### src/rtl/uart_mmio_pkg.sv
// Shared definitions for the memory-mapped UART transmitter: register offsets,
// STATUS bit positions and the transmit state encoding.
package uart_mmio_pkg;

    localparam logic [31:0] TXDATA_OFS = 32'd0;
    localparam logic [31:0] STATUS_OFS = 32'd4;

    localparam int ST_FULL  = 0;
    localparam int ST_EMPTY = 1;
    localparam int ST_BUSY  = 2;
    localparam int ST_OVF   = 3;

    typedef enum logic [1:0] {
        S_IDLE  = 2'd0,
        S_START = 2'd1,
        S_DATA  = 2'd2,
        S_STOP  = 2'd3
    } tx_state_e;

endpackage

### src/rtl/sync_fifo.sv
// Single-clock FIFO with a combinational head, so a consumer can read and pop
// the oldest entry in the same cycle.
module sync_fifo #(
    parameter int WIDTH = 8,
    parameter int DEPTH = 8
) (
    input  logic                     clk,
    input  logic                     rst,
    input  logic                     push,
    input  logic                     pop,
    input  logic [WIDTH-1:0]         din,
    output logic [WIDTH-1:0]         head,
    output logic                     full,
    output logic                     empty,
    output logic [$clog2(DEPTH):0]   count
);

    localparam int PW = $clog2(DEPTH);

    logic [WIDTH-1:0] mem [DEPTH];
    logic [PW-1:0]    rd_ptr;
    logic [PW-1:0]    wr_ptr;
    logic             do_push;
    logic             do_pop;

    // push/pop are single-cycle strobes with no backpressure: a pop on an empty
    // FIFO is ignored, and a push while full only lands if a pop frees the slot
    // in the same cycle.
    assign do_pop  = pop && !empty;
    assign do_push = push && (!full || do_pop);

    assign full  = (count == (PW+1)'(DEPTH));
    assign empty = (count == '0);
    assign head  = mem[rd_ptr];

    always_ff @(posedge clk) begin
        if (rst) begin
            rd_ptr <= '0;
            wr_ptr <= '0;
            count  <= '0;
        end else begin
            if (do_push) wr_ptr <= wr_ptr + PW'(1);
            if (do_pop)  rd_ptr <= rd_ptr + PW'(1);
            count <= count + {{PW{1'b0}}, do_push} - {{PW{1'b0}}, do_pop};
        end
    end

    always_ff @(posedge clk) begin
        if (do_push) mem[wr_ptr] <= din;
    end

endmodule

### src/rtl/uart_tx_mmio.sv
// CPU-bus console transmitter: byte stores to TXDATA are queued and sent as
// back-to-back 8N1 frames on TxD; STATUS reports FIFO and transmitter state.
module uart_tx_mmio
    import uart_mmio_pkg::*;
#(
    parameter logic [31:0] BASE_ADDR    = 32'hFFFF_0000,
    parameter int          CLKS_PER_BIT = 16,
    parameter int          FIFO_DEPTH   = 8
) (
    input  logic        Clock,
    input  logic        Reset,
    input  logic        MemWrite,
    input  logic        MemRead,
    input  logic [31:0] Address,
    input  logic [31:0] WriteData,
    output logic [31:0] ReadData,
    output logic        TxD,
    output logic [1:0]  dbg_state
);

    localparam int              TW         = $clog2(CLKS_PER_BIT);
    localparam int              CW         = $clog2(FIFO_DEPTH) + 1;
    localparam logic [TW-1:0]   TIMER_LAST = TW'(CLKS_PER_BIT - 1);

    tx_state_e     state;
    logic [TW-1:0] timer;
    logic [2:0]    bit_idx;
    logic [7:0]    shift;
    logic          overflow;

    logic          hit_txdata;
    logic          hit_status;
    logic          push;
    logic          pop;
    logic          bit_done;
    logic          ovf_set;
    logic          ovf_clr;
    logic          busy;
    logic [7:0]    fifo_head;
    logic          fifo_full;
    logic          fifo_empty;
    logic [CW-1:0] fifo_count;
    logic [31:0]   status;
    logic          unused_wdata;

    assign unused_wdata = ^WriteData[31:8];

    assign hit_txdata = (Address == BASE_ADDR + TXDATA_OFS);
    assign hit_status = (Address == BASE_ADDR + STATUS_OFS);
    assign push       = MemWrite && hit_txdata;
    assign bit_done   = (timer == TIMER_LAST);

    // The head is consumed either when leaving IDLE or at the end of a stop
    // bit, which is what makes queued frames contiguous.
    assign pop = !fifo_empty &&
                 ((state == S_IDLE) || (state == S_STOP && bit_done));

    assign ovf_set = push && fifo_full && !pop;
    assign ovf_clr = MemWrite && hit_status && WriteData[ST_OVF];
    assign busy    = (state != S_IDLE) || !fifo_empty;

    sync_fifo #(
        .WIDTH (8),
        .DEPTH (FIFO_DEPTH)
    ) u_fifo (
        .clk   (Clock),
        .rst   (Reset),
        .push  (push),
        .pop   (pop),
        .din   (WriteData[7:0]),
        .head  (fifo_head),
        .full  (fifo_full),
        .empty (fifo_empty),
        .count (fifo_count)
    );

    always_comb begin
        status           = '0;
        status[ST_FULL]  = (fifo_count == CW'(FIFO_DEPTH));
        status[ST_EMPTY] = (fifo_count == '0);
        status[ST_BUSY]  = busy;
        status[ST_OVF]   = overflow;
    end

    always_comb begin
        ReadData = '0;
        if (MemRead && hit_status) ReadData = status;
    end

    always_ff @(posedge Clock) begin
        if (Reset)        overflow <= 1'b0;
        else if (ovf_set) overflow <= 1'b1;
        else if (ovf_clr) overflow <= 1'b0;
    end

    always_ff @(posedge Clock) begin
        if (Reset) begin
            state   <= S_IDLE;
            timer   <= '0;
            bit_idx <= '0;
            shift   <= '0;
            TxD     <= 1'b1;
        end else begin
            case (state)
                S_IDLE: begin
                    timer   <= '0;
                    bit_idx <= '0;
                    TxD     <= 1'b1;
                    if (pop) begin
                        shift <= fifo_head;
                        TxD   <= 1'b0;
                        state <= S_START;
                    end
                end
                S_START: begin
                    if (bit_done) begin
                        timer <= '0;
                        TxD   <= shift[0];
                        state <= S_DATA;
                    end else begin
                        timer <= timer + TW'(1);
                    end
                end
                S_DATA: begin
                    if (bit_done) begin
                        timer <= '0;
                        if (bit_idx == 3'd7) begin
                            bit_idx <= '0;
                            TxD     <= 1'b1;
                            state   <= S_STOP;
                        end else begin
                            bit_idx <= bit_idx + 3'd1;
                            shift   <= shift >> 1;
                            TxD     <= shift[1];
                        end
                    end else begin
                        timer <= timer + TW'(1);
                    end
                end
                S_STOP: begin
                    if (bit_done) begin
                        timer <= '0;
                        if (pop) begin
                            shift <= fifo_head;
                            TxD   <= 1'b0;
                            state <= S_START;
                        end else begin
                            TxD   <= 1'b1;
                            state <= S_IDLE;
                        end
                    end else begin
                        timer <= timer + TW'(1);
                    end
                end
                default: state <= S_IDLE;
            endcase
        end
    end

    assign dbg_state = state;

endmodule
### config.mk
export PLATFORM = sky130hd
export DESIGN_NAME = uart_tx_mmio
export DESIGN_NICKNAME = d
export VERILOG_FILES = /design/src/rtl/uart_mmio_pkg.sv /design/src/rtl/sync_fifo.sv /design/src/rtl/uart_tx_mmio.sv
export SDC_FILE = /design/constraint.sdc
export NUM_CORES = 1
export LEC_CHECK = 0
export CAP_MARGIN = 20
export CORE_MARGIN = 4
export CORE_UTILIZATION = 45
export DETAILED_ROUTE_END_ITERATION = 10
export GPL_TIMING_DRIVEN = 1
export PLACE_DENSITY = 0.73
export SETUP_SLACK_MARGIN = 0.5
export SYNTH_ARGS = -nofsm -noshare
export SYNTH_HDL_FRONTEND = slang
export SYNTH_SLANG_ARGS = --single-unit
### constraint.sdc
create_clock -name Clock -period 3.1 [get_ports Clock]
set_input_delay 0.465 -clock Clock [delete_from_list [all_inputs] [get_ports Clock]]
set_output_delay 0.465 -clock Clock [all_outputs]
set_load 0.03 [all_outputs]
Yosys cells after proc, flatten, opt, wreduce, memory -nomap -nowiden
Memories as Yosys holds them, arrays and structs flattened. A register that Yosys moved wholly into a read port is not among the register bits.
Cells that the tools add are included.
Storage, ports and cells
  memory bits (writable): 64
  output and inout port bits: 35
  memories kept: 1
  word-level logic and storage cells: 87
  bits of input ports: 68
  bits in registers: 29
Memories
  u_fifo.mem: words 8, width 8, read ports 1, clocked after Yosys merged registers in 1, wr ports 1, RTL line sync_fifo.sv:20  | logic [WIDTH-1:0] mem [DEPTH];
Operators by class
  reduce and logical (&&, ||, !) cells: 27
  mux-type cells: 30
  eq/ne operators: 14
  $add $sub $neg: 6
Operators by type and width (number)
  $eq A32 B32 Y1 const B: 2
  $mux W8: 4
  $pmux W8 S3: 1
  $mux W3: 4
  $ne A2 B2 Y1 const B: 6
  $logic_and A1 B1 Y1: 10
  $mux W1: 10
  $mux W2: 5
  $add A3 B1 Y3 const B: 3
  $eq A4 B4 Y1 const B: 2
  $mux W4: 2
  $pmux W2 S4: 1
  $pmux W4 S2: 1
  $pmux W3 S2: 1
  $reduce_bool A2 Y1: 3
  $reduce_and A5 Y1: 1
  $add A4 B1 Y4: 1
  $add A4 B1 Y4 const B: 1
  $eq A2 B2 Y1 const B: 2
  $logic_not A4 Y1: 1
  $pmux W1 S4: 1
  $reduce_and A4 Y1: 1
  $sub A4 B1 Y4: 1
  $eq A3 B3 Y1 const B: 1
  8 further kinds: 12

Logic depth before layout (Yosys ltp)
  word-level depth: 9
  depth in mapped cells: 12
  gate-level depth less buffers: 11

Modules after synthesis
From an unflattened synthesis, not the netlist that was laid out.
Second synthesis, totals
  cell total of the unflattened synthesis: 352
  area, all modules: 4571.9 um2
Modules (own cells, without submodules)
  sync_fifo: instances 1, cells each 183, sequential area each 2182.1 um2, area each 3181.8 um2
  uart_tx_mmio: instances 1, cells each 169, sequential area each 380.4 um2, area each 1390.1 um2

Worst setup path after synthesis
No wires, ideal clock.
  path kind: reg-to-reg
  start point: register state[1], in the netlist dbg_state[1]
  end point: memory u_fifo.mem[2][0] (enable)
  path slack: 0.186 ns
  arrival time: 2.519 ns
  library setup time: 0.395 ns
  buffers on the path: 1
  stages on the path, launching flop included: 7
  data required time: 2.705 ns
  period minus slack after synthesis: 2.914 ns
  cell sequence: dfxtp_1 ha_1 a41oi_1 o21ai_0 nand2b_1 clkbuf_1 nor4_1
Between the ends
  cells in the longest elaborated chain, start to end: 9
  elaborated cells on any way between the ends: 10
  those cells by class: eq/ne (1); mux (2); reduce/logical (7)
RTL lines
  from (decl): RTL line uart_tx_mmio.sv:25  | tx_state_e state;
  from (signal assigned): RTL line uart_tx_mmio.sv:98  | state <= S_IDLE;
  from (signal assigned): RTL line uart_tx_mmio.sv:112  | state <= S_START;
  from (signal assigned): RTL line uart_tx_mmio.sv:119  | state <= S_DATA;
  $eq A2 B2 Y1: RTL line uart_tx_mmio.sv:56  | ((state == S_IDLE) || (state == S_STOP && bit_done));
  $logic_and A1 B1 Y1: RTL line uart_tx_mmio.sv:56
  $logic_or A1 B1 Y1 (*): RTL line uart_tx_mmio.sv:56
  $logic_and A1 B1 Y1 (*): RTL line uart_tx_mmio.sv:55  | assign pop = !fifo_empty &&
  $logic_and A1 B1 Y1 (*): RTL line sync_fifo.sv:29  | assign do_pop = pop && !empty;
  $logic_or A1 B1 Y1 (*): RTL line sync_fifo.sv:30  | assign do_push = push && (!full || do_pop);
  $logic_and A1 B1 Y1 (*): RTL line sync_fifo.sv:30
  $mux W1 (*): RTL line sync_fifo.sv:49  | if (do_push) mem[wr_ptr] <= din;
  $mux W1 (not written as such) (*): RTL line sync_fifo.sv:49
  to (decl): RTL line sync_fifo.sv:20
Every way passes the cells marked *; elsewhere a longest branch is shown, timed or not.

Worst setup path in the final report
  start point: input Address[1]
  end point: output ReadData[0]
Between the ends
  cells in the longest elaborated chain, start to end: 3
RTL lines
  from (decl): RTL line uart_tx_mmio.sv:14  | input logic [31:0] Address,
  $eq A32 B32 Y1: RTL line uart_tx_mmio.sv:49  | assign hit_status = (Address == BASE_ADDR + STATUS_OFS);
  $logic_and A1 B1 Y1: RTL line uart_tx_mmio.sv:87  | if (MemRead && hit_status) ReadData = status;
  $mux W4: RTL line uart_tx_mmio.sv:87
  to (decl): RTL line uart_tx_mmio.sv:16  | output logic [31:0] ReadData,
Every way passes these cells.

==> key figures <==
Outcome
  – Status: complete, no violations

STA
  – Worst Setup Slack, final: approximately 0.59 ns
  – F_max: 398 MHz
  – Max Slew Vio Count: 0
  – Worst-margin pin slew: about 0.78 ns
  – Slew Limit Headroom: 0.480
  – Final Critical Period: 2.51 ns
  – RSZ-0062 raised after global routing: no
  – Final Skew: 0.0129 ns
  – Setup-failing EPs final: 0
  – Final worst path period share: 0.811
  – Final Hold Vio Count: 0
  – Final setup TNS: 0 ns

Clocking
  – CTS tree: built
  – CTS H-tree depth: 3
  – Root buffer cell: clkbuf_8
  – Num CTS Buffers: 9
  – Clock Sink Count: 96
  – Clock transition at path regs: around 0.1 ns
  – Worst-Skew Late Latency: 0.36 ns
  – Hold buffers post-CTS: 0
  – CTS Buffer Depth: 2

Floorplan
  – Initial Utilization: 0.470
  – Die Ht: 107 um
  – IO Pins: 103
  – Die footprint: 0.0115 mm2
  – Core Footprint: about 0.0094 mm2
  – Die span in x: about 110 um
  – # rows: 35

Placed design
  – Port Buf Inserts: 50
  – Hpwl dp: 6230 um
  – Gpl congestion: 0.774
  – Area of placed instances: 0.00501 mm2
  – DP Worst Slack: roughly 0.04 ns

Synthesis
  – Sequential share of the synthesized area: 0.580
  – Syn Std Cell Area: approximately 0.0044 mm2
  – Syn. warnings: 0
  – Most frequent cell after synthesis: edfxtp_1
  – Top cell type's share of synthesized area: 0.435
  – Ys flop type: edfxtp_1
  – Post-synth ARST share: 0
  – Top cells by area, synth: edfxtp_1, dfxtp_1, mux4_2
  – Synth top cells by count: edfxtp_1, dfxtp_1, buf_4
  – Yosys cell types: 47
  – Synthesized instance count: 339
  – EDFF count, synth: 64
  – Synth Register Bits: between 90 and 100
  – Yosys top cell by area: edfxtp_1
  – Syn avg cell area: 13.0 um2

Power and ir drop
  – Total power after layout: 3.72 mW
  – Switch share: 0.354
  – Leak: around 1.9 nW
  – Clock group share of total power: 0.209
  – Pwr/cell area: approximately 700 mW/mm2
  – Peak VDD IR: 0.303 mV
  – Comb power frac: 0.363
  – Sequential Power Share: 0.428
  – P_sw: 1.32 mW
  – Int Pwr: 2.40 mW

Critical path
  – Critical path class: in -> out
  – Critical Path AT: between 2 and 2.5 ns
  – Reg2Reg Setup Slack: 0.68 ns
  – CP Data Required Time: 2.63 ns
  – Crit end category: output port
  – CP Max Fanout: 5
  – Critical Path Start Type: input pin

Routing
  – Vias/cell: 5.28
  – ANT nets after route: 0
  – Via Count: 2,831
  – Drt initial violations: approximately 200
  – Routed len/inst: 16.7 um
  – Detailed-route wire length: 8940 um
  – First drt pass iteration count: 4
  – DRC errors left: 0

Flow run
  – Max-Cap Viols: 0

Cells and area
  – Area Overhead vs Synth: 20.1%
  – ANT cells: 0
  – Layout cells sized above 1: 0.189
  – Fin nets: 486
  – Finished Cell Area: roughly 0.0053 mm2

Global routing
  – Antenna violations before repair: 0
  – Largest net degree at the start of global routing: 33
  – GR Overflow Total: 0
  – Number of global-route vias before repair: 2,731
  – First-pass GRT wire length: between 10,000 and 15,000 um
  – All-Layer GR Usage: 0.158

Hold path
  – Worst Hold Class: reg -> reg
power by group through the flow:
| stage | Combinational [mW] | Sequential [mW] | Clock (mW) |
|---|---|---|---|
| 6_report | 1.35 | 1.59 | 0.777 |
| 5_1_grt | 1.51 | 1.61 | 0.856 |
| 4_1_cts | 1.32 | 1.59 | 0.790 |
| 3_5_place_dp | 1.31 | 1.62 | 0 |
| 3_3_place_gp | 1.27 | 1.61 | 0 |
| 2_1_floorplan | 0.994 | 1.61 | 0 |
worst paths after layout:
check               start              end  cells after the start
max            Address[1]      ReadData[0]                      6
min              timer[0]         timer[0]                      1
max reg2reg  dbg_state[0]  u_fifo.count[1]                      9
min reg2reg      timer[0]         timer[0]                      1
per-layer routing:
metal / up-vias / routed length, um / track usage
met5: - / 0 / 0
li1: 1355 / - / -
met1: 1395 / 3910 / 0.212
met4: 0 / 163 / 0.0511
met3: 14 / 270 / 0.0319
met2: 67 / 4590 / 0.258
metrics by stage:
step | instances | hold slack [ns] | util
CTS | 535 | 0.474 | 0.555
floorplan | 366 | 0.432 | -
detailed placement | 517 | 0.458 | 0.532
global route | 536 | 0.494 | 0.564
finish | 536 | 0.474 | 0.564
global placement | 517 | 0.450 | 0.532
registers in the layout (all words and copies together) (netlist names), named ones only:
| name | count |
|---|---|
| timer | 4 |
| u_fifo.count | 4 |
| TxD | 1 |
| u_fifo.wr_ptr | 3 |
| u_fifo.mem | 64 |
| overflow | 1 |
| dbg_state | 2 |
| bit_idx | 3 |
| shift | 8 |
| u_fifo.rd_ptr | 3 |
timing repair:
action,CTS,global route
resized for setup,18,20
pin swaps,9,9
cloned,0,0
hold endpoints to repair,0,0
setup buffers,2,1
setup endpoints to repair,30,41
area by class of cell:
class                   instances  area (um2)
fillers                       776        4110
flip-flops and latches         96        2560
multi-input cells             217        1730
repair buffers                 67         619
well taps                     129         161
clock buffers                  10         128
clock inverters                 6        62.6
inverters                      11        41.3
critical path: stages:
cell and delay (ns):
clkdlybuf4s50_1 0.41, nor4_1 0.29, nand4_1 0.20, or2_4 0.33, nor3_2 0.18, buf_4 0.18
layout by cell type, fill, tap and decap left out, types with 13 or more instances in the layout:
cell,n
mux4_2,16
nand3_1,13
conb_1,28
nor2_1,16
buf_4,21
ha_1,13
a21oi_1,15
dfxtp_1,30
edfxtp_1,64
clkdlybuf4s50_1,29
logic make-up (layout without fill, tap and decap cells):
family          after synthesis  count (layout)  synth area share
flops                        96              96             0.580
xor+xnor                      6               6            0.0119
other cells                   1              28          0.000848
buf+inv                      53              94            0.0724
simple gates                102             102             0.129
mux                          21              21            0.0934
compound gates               44              44            0.0659
fa+ha+maj                    16              16            0.0470
(Power assumes the default switching activity.)
